**config.mk**
```make
export PLATFORM = sky130hd
export DESIGN_NAME = eth_tx_noc_in_deframe
export DESIGN_NICKNAME = d
export VERILOG_FILES = /design/src/rtl/eth_tx_noc_in_deframe.sv
export SDC_FILE = /design/constraint.sdc
export NUM_CORES = 1
export LEC_CHECK = 0
export BUFFER_PORTS_ARGS = -buffer_cell sky130_fd_sc_hd__buf_2
export CAP_MARGIN = 20
export CORE_AREA = 2 2 460 462
export CTS_CLUSTER_DIAMETER = 100
export CTS_CLUSTER_SIZE = 20
export DETAILED_ROUTE_END_ITERATION = 12
export DIE_AREA = 0 0 462 464
export PLACE_DENSITY = 0.3
export SETUP_SLACK_MARGIN = 0.05
export SKIP_CTS_REPAIR_TIMING = 1
export SLEW_MARGIN = 20
export SYNTH_ARGS = -nofsm -noshare
export SYNTH_HDL_FRONTEND = slang
export SYNTH_SLANG_ARGS = --single-unit
```
**constraint.sdc**
```tcl
create_clock -name clk -period 9.8 [get_ports clk]
set_clock_uncertainty 0.2 [all_clocks]
set_input_delay 0.49 -clock clk [delete_from_list [all_inputs] [get_ports clk]]
set_output_delay 0.49 -clock clk [all_outputs]
set_load 0.01 [all_outputs]
```
**src/rtl/eth_tx_noc_in_deframe.sv**
```systemverilog
// eth_tx_noc_in_deframe: NoC-side ingress of the Ethernet TX tile (header, metadata, body flits -> hdr + payload beats).
// Optional frame checks (msg_len vs data_size, destination coords, sticky error) enabled by ETH_TX_NOC_IN_CHECK_EN.
`ifndef NOC_DATA_WIDTH
`define NOC_DATA_WIDTH 512
`endif
`ifndef MAC_INTERFACE_W
`define MAC_INTERFACE_W 512
`endif
`ifndef MTU_SIZE_W
`define MTU_SIZE_W 16
`endif
`ifndef MAC_PADBYTES_W
`define MAC_PADBYTES_W 6
`endif
module eth_tx_noc_in_deframe #(
  parameter int SRC_X = -1,
  parameter int SRC_Y = -1,
  parameter int ETH_HDR_W = 112
) (
  input  logic                          clk,
  input  logic                          rst,
  input  logic                          noc0_ctovr_eth_tx_in_val,
  input  logic [`NOC_DATA_WIDTH-1:0]    noc0_ctovr_eth_tx_in_data,
  output logic                          eth_tx_in_noc0_ctovr_rdy,
  output logic                          eth_tx_in_eth_format_hdr_val,
  output logic [ETH_HDR_W-1:0]          eth_tx_in_eth_format_eth_hdr,
  output logic [`MTU_SIZE_W-1:0]        eth_tx_in_eth_format_data_size,
  input  logic                          eth_format_eth_tx_in_hdr_rdy,
  output logic                          eth_tx_in_eth_format_data_val,
  output logic [`MAC_INTERFACE_W-1:0]   eth_tx_in_eth_format_data,
  output logic                          eth_tx_in_eth_format_data_last,
  output logic [`MAC_PADBYTES_W-1:0]    eth_tx_in_eth_format_data_padbytes,
  input  logic                          eth_format_eth_tx_in_data_rdy,
  output logic                          eth_tx_in_err
);
  localparam int W = `NOC_DATA_WIDTH;
  localparam int B = `MAC_INTERFACE_W / 8;
  localparam logic [2:0] RD_HDR = 3'd0, RD_META = 3'd1, HDR_OUT = 3'd2, DATA = 3'd3, DROP = 3'd4;
  logic [2:0] state;
  logic [7:0] msg_len, count, dst_x, dst_y;
  logic [ETH_HDR_W-1:0] eth_hdr;
  logic [`MTU_SIZE_W-1:0] data_size;
  logic [7:0] h_dst_x, h_dst_y, h_len;
  logic [ETH_HDR_W-1:0] m_hdr;
  logic [`MTU_SIZE_W-1:0] m_size;
  logic in_val, rdy, fire, last, bad, err_set;
  // Header flit: {dst_x, dst_y, msg_len, ...}; metadata flit: {eth_hdr, data_size, ...}, both MSB-first
  assign h_dst_x = noc0_ctovr_eth_tx_in_data[W-1 -: 8];
  assign h_dst_y = noc0_ctovr_eth_tx_in_data[W-9 -: 8];
  assign h_len   = noc0_ctovr_eth_tx_in_data[W-17 -: 8];
  assign m_hdr   = noc0_ctovr_eth_tx_in_data[W-1 -: ETH_HDR_W];
  assign m_size  = noc0_ctovr_eth_tx_in_data[W-ETH_HDR_W-1 -: `MTU_SIZE_W];
  assign in_val = noc0_ctovr_eth_tx_in_val & ~rst;
  always_comb begin
    rdy = (state == RD_HDR || state == RD_META || state == DROP) ? 1'b1 :
          (state == DATA) ? eth_format_eth_tx_in_data_rdy : 1'b0;
    rdy = rdy & ~rst;
  end
  assign fire = in_val & rdy;
  assign last = ~rst & (state == DATA) & (count == 8'd1);
  assign eth_tx_in_noc0_ctovr_rdy = rdy;
  assign eth_tx_in_eth_format_hdr_val = ~rst & (state == HDR_OUT);
  assign eth_tx_in_eth_format_eth_hdr = eth_hdr;
  assign eth_tx_in_eth_format_data_size = data_size;
  assign eth_tx_in_eth_format_data_val = in_val & (state == DATA);
  assign eth_tx_in_eth_format_data = noc0_ctovr_eth_tx_in_data;
  assign eth_tx_in_eth_format_data_last = last;
  assign eth_tx_in_eth_format_data_padbytes =
    last ? `MAC_PADBYTES_W'((B - int'(data_size) % B) % B) : '0;
`ifdef ETH_TX_NOC_IN_CHECK_EN
  assign bad = (int'(msg_len) - 1 != (int'(m_size) + B - 1) / B) ||
               dst_x != 8'(SRC_X) || dst_y != 8'(SRC_Y);
  assign err_set = fire & ((state == RD_HDR && h_len == 8'd0) || (state == RD_META && bad));
  always_ff @(posedge clk)
    if (rst) eth_tx_in_err <= 1'b0;
    else if (err_set) eth_tx_in_err <= 1'b1;
`else
  logic unused_ok;
  assign bad = 1'b0;
  assign err_set = 1'b0;
  assign unused_ok = ^{dst_x, dst_y, 8'(SRC_X), 8'(SRC_Y), err_set};
  assign eth_tx_in_err = 1'b0;
`endif
  always_ff @(posedge clk)
    if (rst) begin
      state <= RD_HDR;
      count <= '0;
    end else
      case (state)
        RD_HDR: if (fire) begin
          msg_len <= h_len;
          dst_x <= h_dst_x;
          dst_y <= h_dst_y;
          state <= (h_len == 8'd0) ? RD_HDR : RD_META;
        end
        RD_META: if (fire) begin
          eth_hdr <= m_hdr;
          data_size <= m_size;
          count <= msg_len - 8'd1;
          state <= !bad ? HDR_OUT : (msg_len == 8'd1) ? RD_HDR : DROP;
        end
        HDR_OUT: if (eth_format_eth_tx_in_hdr_rdy) state <= (count != 8'd0) ? DATA : RD_HDR;
        DATA, DROP: if (fire) begin
          count <= count - 8'd1;
          if (count == 8'd1) state <= RD_HDR;
        end
        default: state <= RD_HDR;
      endcase
endmodule

```
## Yosys cells after proc, flatten, opt, wreduce, memory -nomap -nowiden

Cells that the tools add are included.
Widths: inputs -> output; s select.

| word-level totals | value |
|---|---|
| register bits | 147 |
| output and inout bits | 651 |
| logic and storage cells | 51 |

| cells by class | value |
|---|---|
| add/subtract/negate cells | 3 |
| equal/unequal tests | 10 |
| mux-type cells | 14 |
| bitwise gates (word level) | 8 |
| reduce and logical (&&, ||, !) cells | 11 |

Operator list:

| cell | count |
|---|---|
| $mux 8 | 2 |
| $pmux 8 s2 | 1 |
| $sub 8x1->8 const B | 2 |
| $mux 3 | 5 |
| $pmux 3 s4 | 1 |
| $ne 2x2->1 const B | 5 |
| $reduce_and 3->1 | 3 |
| $eq 8x1->1 const B | 1 |
| $logic_not 8->1 | 1 |
| $reduce_bool 8->1 | 1 |
| $and 1x1->1 | 7 |
| $eq 3x2->1 const B | 2 |
| $mux 6 | 1 |
| $sub 1x6->6 const A | 1 |
| $reduce_and 5->1 | 1 |
| $eq 3x1->1 const B | 1 |
| $eq 3x3->1 const B | 1 |
| $logic_not 3->1 | 1 |
| $mux 1 | 3 |
| $logic_or 1x1->1 | 2 |
| $mux 2 | 1 |
| $reduce_bool 2->1 | 1 |
| $reduce_or 2->1 | 1 |
| $not 1->1 | 1 |

## Depth between registers and ports, before layout

Gate-level depths: netlist of the first run.

| depth | value |
|---|---|
| depth in word-level cells | 8 |
| gate-level depth with buffers | 6 |
| mapped depth without buffers | 6 |

## Worst setup path before layout of the first run

OpenSTA, ideal clock, no wires.

| timing path | value |
|---|---|
| path type | input to register |
| from | input rst |
| to | register count[5] |
| library setup time | 0.090 ns |
| arrival | 7.031 ns |
| required time | 9.510 ns |
| path slack | 2.479 ns |
| stages on the path | 4 |
| path buffers | 0 |
| cell sequence | nand2b_1 > nor2_1 > o21ai_0 > a31oi_1 |

| between the ends | value |
|---|---|
| longest elaborated chain between the ends | 5 |
| elaborated cells between the ends (all ways) | 7 |

RTL lines:

| element | line | RTL |
|---|---|---|
| start, declared | 21 | `input logic rst,` |
| $not 1->1 | 53, 57 |  |
| $and 1x1->1, on equally long branches | 53, 57 |  |
| $and 1x1->1 | 59 | `assign fire = in_val & rdy;` |
| $ne 2x2->1 (no line) | n/a |  |
| $reduce_and 3->1 (no line) | n/a |  |
| end signal, assigned | 99 | `count <= msg_len - 8'd1;` |
| end signal, assigned | 104 | `count <= count - 8'd1;` |
| end, declared | 40 | `logic [7:0] msg_len, count, dst_x, dst_y;` |

Parallel ways exist; a longest one is shown, timed or not.
A chain may end at the register's enable or synchronous reset.

## Worst setup path in the final report of the first run

| timing path | value |
|---|---|
| from | register state[1] |
| to | output eth_tx_in_eth_format_data_padbytes[1] |

| between the ends | value |
|---|---|
| longest elaborated chain between the ends | 4 |

RTL lines:

| element | line | RTL |
|---|---|---|
| start, declared | 39 | `logic [2:0] state;` |
| start signal, assigned | 94 | `state <= (h_len == 8'd0) ? RD_HDR : RD_META;` |
| start signal, assigned | 100 | `state <= !bad ? HDR_OUT : (msg_len == 8'd1) ? RD_HDR : DROP;` |
| start signal, assigned | 102 | `HDR_OUT: if (eth_format_eth_tx_in_hdr_rdy) state <= (count != 8'd0) ? DATA : RD_HDR;` |
| $eq 3x2->1 | 60 | `assign last = ~rst & (state == DATA) & (count == 8'd1);` |
| $and 1x1->1 (2 in a row) | 60 |  |
| $mux 6 | 69 | `` last ? `MAC_PADBYTES_W'((B - int'(data_size) % B) % B) : '0; `` |
| end, declared | 32 | `` output logic [`MAC_PADBYTES_W-1:0] eth_tx_in_eth_format_data_padbytes, `` |

Every way passes these cells.

==> results.py, run 1 <==
metrics = {
    "status": {
        "status": "complete, no violations",
    },
    "worst_setup_path": {
        "reg2reg_depth": 4,
        "crit_path_top_delay_cell": "dfxtp_1",
        "path_buf_inv": 2,
        "crit_family": "simple AND/OR/NAND/NOR gates",
        "cpPeakStageDelay_ns": 0.69,
        "critPathKind": "reg -> out",
        "rrSetupSlack_ns": 6.99,
        "path_cells": "and2_0, nand4b_4, inv_2, and2_1, buf_2",
        "cp.required_ns": 9.11,
        "crit_path_end_kind": "output port",
        "critPathLaunchType": "register",
        "cp.arrival_ns": 2.24,
        "critPathMaxFanout": 17,
        "cp.depth": 5,
    },
    "route": {
        "wirelength_um": 90800,
        "first_pass_iters": 4,
        "drt_iter0_drc": 268,
        "antenna_left": 0,
        "drc": 0,
        "vias_per_cell": 1.51,
        "wire_per_inst_um": 25.2,
        "vias": 5459,
    },
    "floorplanning": {
        "die_x_um": 462,
        "rows": 168,
        "start_util": 0.0426,
        "die-area_um2": 214000,
        "pin_count": 1168,
        "fp.dieH_um": 464,
        "core_area_um2": 209000,
    },
    "grt": {
        "antenna_found_initial": 22,
        "grt_pass1_vias": 5041,
        "grt.overflow.total": 0,
        "grt_usage": 0.0800,
        "grt_pass1_wl_um": 99200,
        "grt_max_degree": 71,
    },
    "sta": {
        "fin_hold_ws_ns": 0.0335,
        "setup_tns_ns": 0,
        "drv_slew": 0,
        "finalCritPeriodShare": 0.299,
        "min_period_ns": 2.93,
        "setup_viol": 0,
        "rsz0062_at_grt": "false",
        "fmax_mhz": 341,
        "hold_viol": 0,
        "slew_headroom": 0.361,
        "setup_ws_ns": 6.87,
        "tightest_slew_ns": 0.959,
    },
    "logic_synthesis": {
        "yosys_warnings": 0,
        "ys_top_cells_by_count": "513 x buf_4, 136 x edfxtp_1, 16 x nor2_1",
        "synth_top_area_share": 0.458,
        "yosys.area.top_type": "edfxtp_1",
        "synth-edff-count": 136,
        "syn_area_per_cell_um2": 11.4,
        "yosysUniqueCellTypes": 44,
        "synth_cells": 782,
        "synth_area_um2": 8920,
        "synthArstFlopShare": 0,
        "ys.flop_type": "edfxtp_1",
        "synth_seq_area_share": 0.480,
        "syn_nets": 1304,
        "synth.area.top_cells": "edfxtp_1 46%, buf_4 43%, dfxtp_1 2.2%",
        "yosysMostFrequentCell": "buf_4",
        "ys_ff_latch": 146,
    },
    "finish": {
        "syn_to_final_growth_pct": 37.5,
        "stdcell_count": 3610,
        "drive_gt1_frac": 0.549,
        "nets": 1310,
    },
    "clock_tree": {
        "tritoncts": "yes",
        "clk_latency_ns": 0.50,
        "cts-buffers-inserted": 17,
        "cts.clk_slew.worst_paths_ns": 0.09,
        "numClockSinks": 146,
        "cts-root-buf": "clkbuf_16",
        "cts.htree.levels": 4,
        "clockBufferDepth": 2,
    },
    "place": {
        "dp_hpwl_um": 83200,
        "numPortBuffers": 398,
        "placedCellCount": 3470,
        "gp_congestion": 0.745,
        "dp_slack_ns": 6.60,
    },
    "pwr": {
        "power_density_nw_per_um2": 134,
        "vdd.ir_drop.worst_mv": 0.127,
        "power_leakage_nw": 3.92,
    },
    "job": {
        "maxCapViolCount": 0,
    },
    "hold_path": {
        "whs_path_depth": 1,
        "hold_class": "in -> reg",
    },
}
## flip-flops by register name (all words and copies together) (netlist names)
signal / cells
msg_len: 8
count: 8
state: 2
eth_tx_in_eth_format_data_size: 16
eth_tx_in_eth_format_eth_hdr: 112
## cell usage in the layout (no fill, tap or decap), types with 3 or more instances in the layout
master | netlist | routed
a21oi_1 | 6 | 6
a31oi_1 | 5 | 5
buf_2 | 1 | 398
bufinv_16 | 0 | 3
clkbuf_16 | 0 | 17
dfxtp_1 | 10 | 10
diode_2 | 0 | 4
dlygate4sd3_1 | 0 | 104
edfxtp_1 | 136 | 136
ha_1 | 5 | 5
inv_1 | 11 | 11
inv_6 | 0 | 7
mux2i_1 | 5 | 5
nand2_1 | 5 | 5
nand2b_1 | 3 | 3
nand3_1 | 3 | 3
nor2_1 | 16 | 15
nor3_1 | 6 | 5
nor4_1 | 3 | 3
o21ai_0 | 9 | 9
xnor2_1 | 4 | 4
xor2_1 | 3 | 3
## per-stage QoR
stage | instance area, um2 | total power, mW | util
after floorplan | 8920 | 0.980 | -
after global placement | 10600 | 0.888 | 0.0506
after detailed placement | 10600 | 0.887 | 0.0507
after CTS | 11200 | 1.65 | 0.0536
after global routing | 12300 | 1.71 | 0.0586
final | 12300 | 1.64 | 0.0587
## final timing paths
| check | to | startpoint |
|---|---|---|
| setup / recovery | eth_tx_in_eth_format_data_padbytes[1] | state[1]$_SDFFE_PP0P_ |
| hold / removal | eth_tx_in_eth_format_eth_hdr[89]$_DFFE_PP_ | noc0_ctovr_eth_tx_in_data[489] |
| setup reg to reg | eth_tx_in_eth_format_eth_hdr[12]$_DFFE_PP_ | state[1]$_SDFFE_PP0P_ |
| hold reg to reg | count[5]$_SDFFE_PP0P_ | count[5]$_SDFFE_PP0P_ |
## metal layers
| layer | share of wire | GRT usage | wire (um) |
|---|---|---|---|
| met1 | 0.15 | 0.0323 | 13300 |
| met2 | 0.49 | 0.139 | 44900 |
| met3 | 0.31 | 0.118 | 28400 |
| met4 | 0.043 | 0.0339 | 3940 |
| met5 | 0.0034 | 0.00588 | 312 |
## where the power goes
part	internal, mW	total (mW)	switching, mW
Sequential	0.703	0.714	0.0112
Clock	0.408	0.738	0.330
Combinational	0.0862	0.191	0.105
## final cells by class
class | count | area, um2
fillers | 24500 | 197000
flip-flops and latches | 146 | 4280
well taps | 2805 | 3510
repair buffers | 505 | 3070
multi-input cells | 106 | 732
clock buffers | 17 | 425
clock inverters | 15 | 193
inverters | 12 | 45.0
diodes | 4 | 10.0
## cell families (layout without fill, tap and decap cells)
logic type	count (synthesis)	count (layout)	share of synthesized area
AO/OA/AOI/OAI	31	31	0.0224
XOR/XNOR	7	7	0.00687
flip-flops	146	146	0.480
buffers and inverters	530	549	0.439
adder cells (fa/ha/maj)	5	5	0.00701
multiplexers	5	5	0.00561
AND/OR/NAND/NOR	57	57	0.0383
other	1	5	0.000420
Note: power is estimated with default switching activity, not from simulation.
==> inputs of run 2 (changes only) <==
==> constraint.sdc (replaced) <==
create_clock -name clk -period 2.9 [get_ports clk]
set_clock_uncertainty 0.2 [all_clocks]
set_input_delay 0.145 -clock clk [delete_from_list [all_inputs] [get_ports clk]]
set_output_delay 0.145 -clock clk [all_outputs]
set_load 0.01 [all_outputs]
==> run 2 against run 1 <==
  * Total power rose to 3.3 times the previous value
  * Die area did not move
  * Design area rose by 2.7%
  * Count of clock-buffer cells in the layout did not move
  * Largest cell class unchanged
  * Worst setup slack got worse by 6.5 ns
  * Utilization rose by 0.16 points
  * Global-route usage fell by 0.45 points
==> results.py, run 2 (synthesized netlist as in run 1, its figures left out) <==
metrics = {
    "place": {
        "place_area_um2": 10600,
        "dp_hpwl_um": 78500,
        "numPortBuffers": 398,
        "dp_slack_ns": 0.680,
        "gp_congestion": 0.744,
    },
    "finish": {
        "design_area_um2": 12600,
        "nets": 1342,
        "final_cell_mix": "398 x buf_2, 136 x edfxtp_1, 134 x dlygate4sd3_1, 17 x clkbuf_16, 15 x nor2_1",
        "drive_gt1_frac": 0.533,
        "final_common_cell": "buf_2",
        "syn_to_final_growth_pct": 41.2,
        "fin_util": 0.0602,
        "largest_reg_flops": 112,
    },
    "grt": {
        "grt_pass1_wl_um": 94200,
        "grt_max_degree": 55,
        "grt_pass1_vias": 4933,
        "grt_usage": 0.0755,
        "antenna_found_initial": 19,
        "grt.overflow.total": 0,
    },
    "sta": {
        "setup_tns_ns": 0,
        "hold_viol": 0,
        "tightest_slew_ns": 0.505,
        "slew_headroom": 0.660,
        "min_period_ns": 2.57,
        "setup_viol": 0,
        "finalCritPeriodShare": 0.888,
        "drv_slew": 0,
        "rsz0062_at_grt": "false",
        "fmax_mhz": 388,
        "setup_ws_ns": 0.326,
    },
    "job": {
        "maxCapViolCount": 0,
    },
    "pwr": {
        "pwr-share-seq": 0.442,
        "power_mw": 5.46,
        "power_density_nw_per_um2": 434,
        "switching_share": 0.292,
        "p_clk_frac": 0.433,
        "combPwrFrac": 0.125,
        "intPower_mw": 3.87,
        "power_leakage_nw": 4.06,
        "switchingPower_mw": 1.60,
        "vdd.ir_drop.worst_mv": 0.451,
    },
    "worst_setup_path": {
        "critPathLaunchType": "register",
        "cpPeakStageDelay_ns": 0.56,
        "critPathMaxFanout": 6,
        "reg2reg_depth": 6,
        "crit_path_top_delay_cell": "or4_4",
        "cp.required_ns": 2.56,
        "crit_path_end_kind": "output port",
        "cp.arrival_ns": 2.23,
        "path_cells": "or4_4, nor3_4, nand4b_4, inv_2, and2_1, buf_2",
        "critPathKind": "reg -> out",
    },
    "route": {
        "drc": 0,
        "antenna_left": 0,
        "first_pass_iters": 4,
        "wirelength_um": 86200,
        "wire_per_inst_um": 23.7,
        "drt_iter0_drc": 281,
        "vias": 5561,
        "vias_per_cell": 1.53,
    },
    "clock_tree": {
        "cts-buffers-inserted": 17,
        "cts.htree.levels": 4,
        "tritoncts": "yes",
        "cts.clk_slew.worst_paths_ns": 0.09,
        "clk_latency_ns": 0.49,
        "clockBufferDepth": 2,
        "cts-root-buf": "clkbuf_16",
        "numClockSinks": 146,
    },
    "floorplanning": {
        "die_x_um": 462,
        "pin_count": 1168,
        "start_util": 0.0426,
        "die-area_um2": 214000,
        "fp.dieH_um": 464,
        "core_area_um2": 209000,
        "rows": 168,
    },
    "hold_path": {
        "whs_path_depth": 0,
        "hold_class": "in -> out",
    },
    "status": {
        "status": "complete, no violations",
    },
}
## run 2: cell types whose count changed in the layout (fill, tap and decap cells not counted), moves of 2 or more
cell and change:
bufinv_16 -3, clkinv_2 -2, clkinv_8 +6, dfxtp_1 -2, dfxtp_2 +2, dlygate4sd3_1 +30, inv_6 -5, inv_8 +3
## run 2: per-layer routing
layer / routed length [um] / global-route usage / up-vias
li1: - / - / 2164
met1: 13200 / 0.0317 / 2416
met2: 42600 / 0.131 / 772
met3: 26300 / 0.109 / 197
met4: 3950 / 0.0340 / 12
met5: 82 / 0 / -
## run 2: worst max-delay path, delay by kind of cell, from the launching register on
kind | cells | cell delay [ns]
DFF | 1 | 0.37
buffers and inverters | 2 | 0.21
and+or+nand+nor | 4 | 1.13
## run 2: path summary, 6_finish.rpt
check	start	slack, ns	to
worst max register to register	state[1]$_SDFFE_PP0P_	0.46	count[7]$_SDFFE_PP0P_
worst min-delay path	noc0_ctovr_eth_tx_in_data[123]	0.09	eth_tx_in_eth_format_data[123]
worst max-delay path	count[2]$_SDFFE_PP0P_	0.33	eth_tx_in_eth_format_data_padbytes[1]
worst min register to register	count[3]$_SDFFE_PP0P_	0.37	count[3]$_SDFFE_PP0P_
## run 2: layout make-up
cell class	instances	area, um2
Clock buffer	17	425
Multi-Input combinational cell	106	734
Antenna cell	4	10.0
Sequential cell	146	4290
Fill cell	24500	197000
Inverter	12	45.0
Timing Repair Buffer	537	3400
Tap cell	2805	3510
Clock inverter	15	189
## run 2: metrics by stage
| stage | cells | hold WS (ns) |
|---|---|---|
| after floorplan | 782 | 0.0162 |
| after CTS | 3504 | -0.438 |
| after detailed placement | 3472 | 0.0901 |
| after global placement | 3472 | 0.0901 |
| after global routing | 3640 | 0.0900 |
| final | 3642 | 0.0900 |
## run 2: power groups by stage
stage               clock network (mW)  logic, mW  registers [mW]
finish                            2.36      0.682            2.42
global route                      2.57      0.735            2.42
CTS                               2.52      0.540            2.42
detailed placement                   0      0.538            2.47
global placement                     0      0.547            2.46
floorplan                            0      0.839            2.47
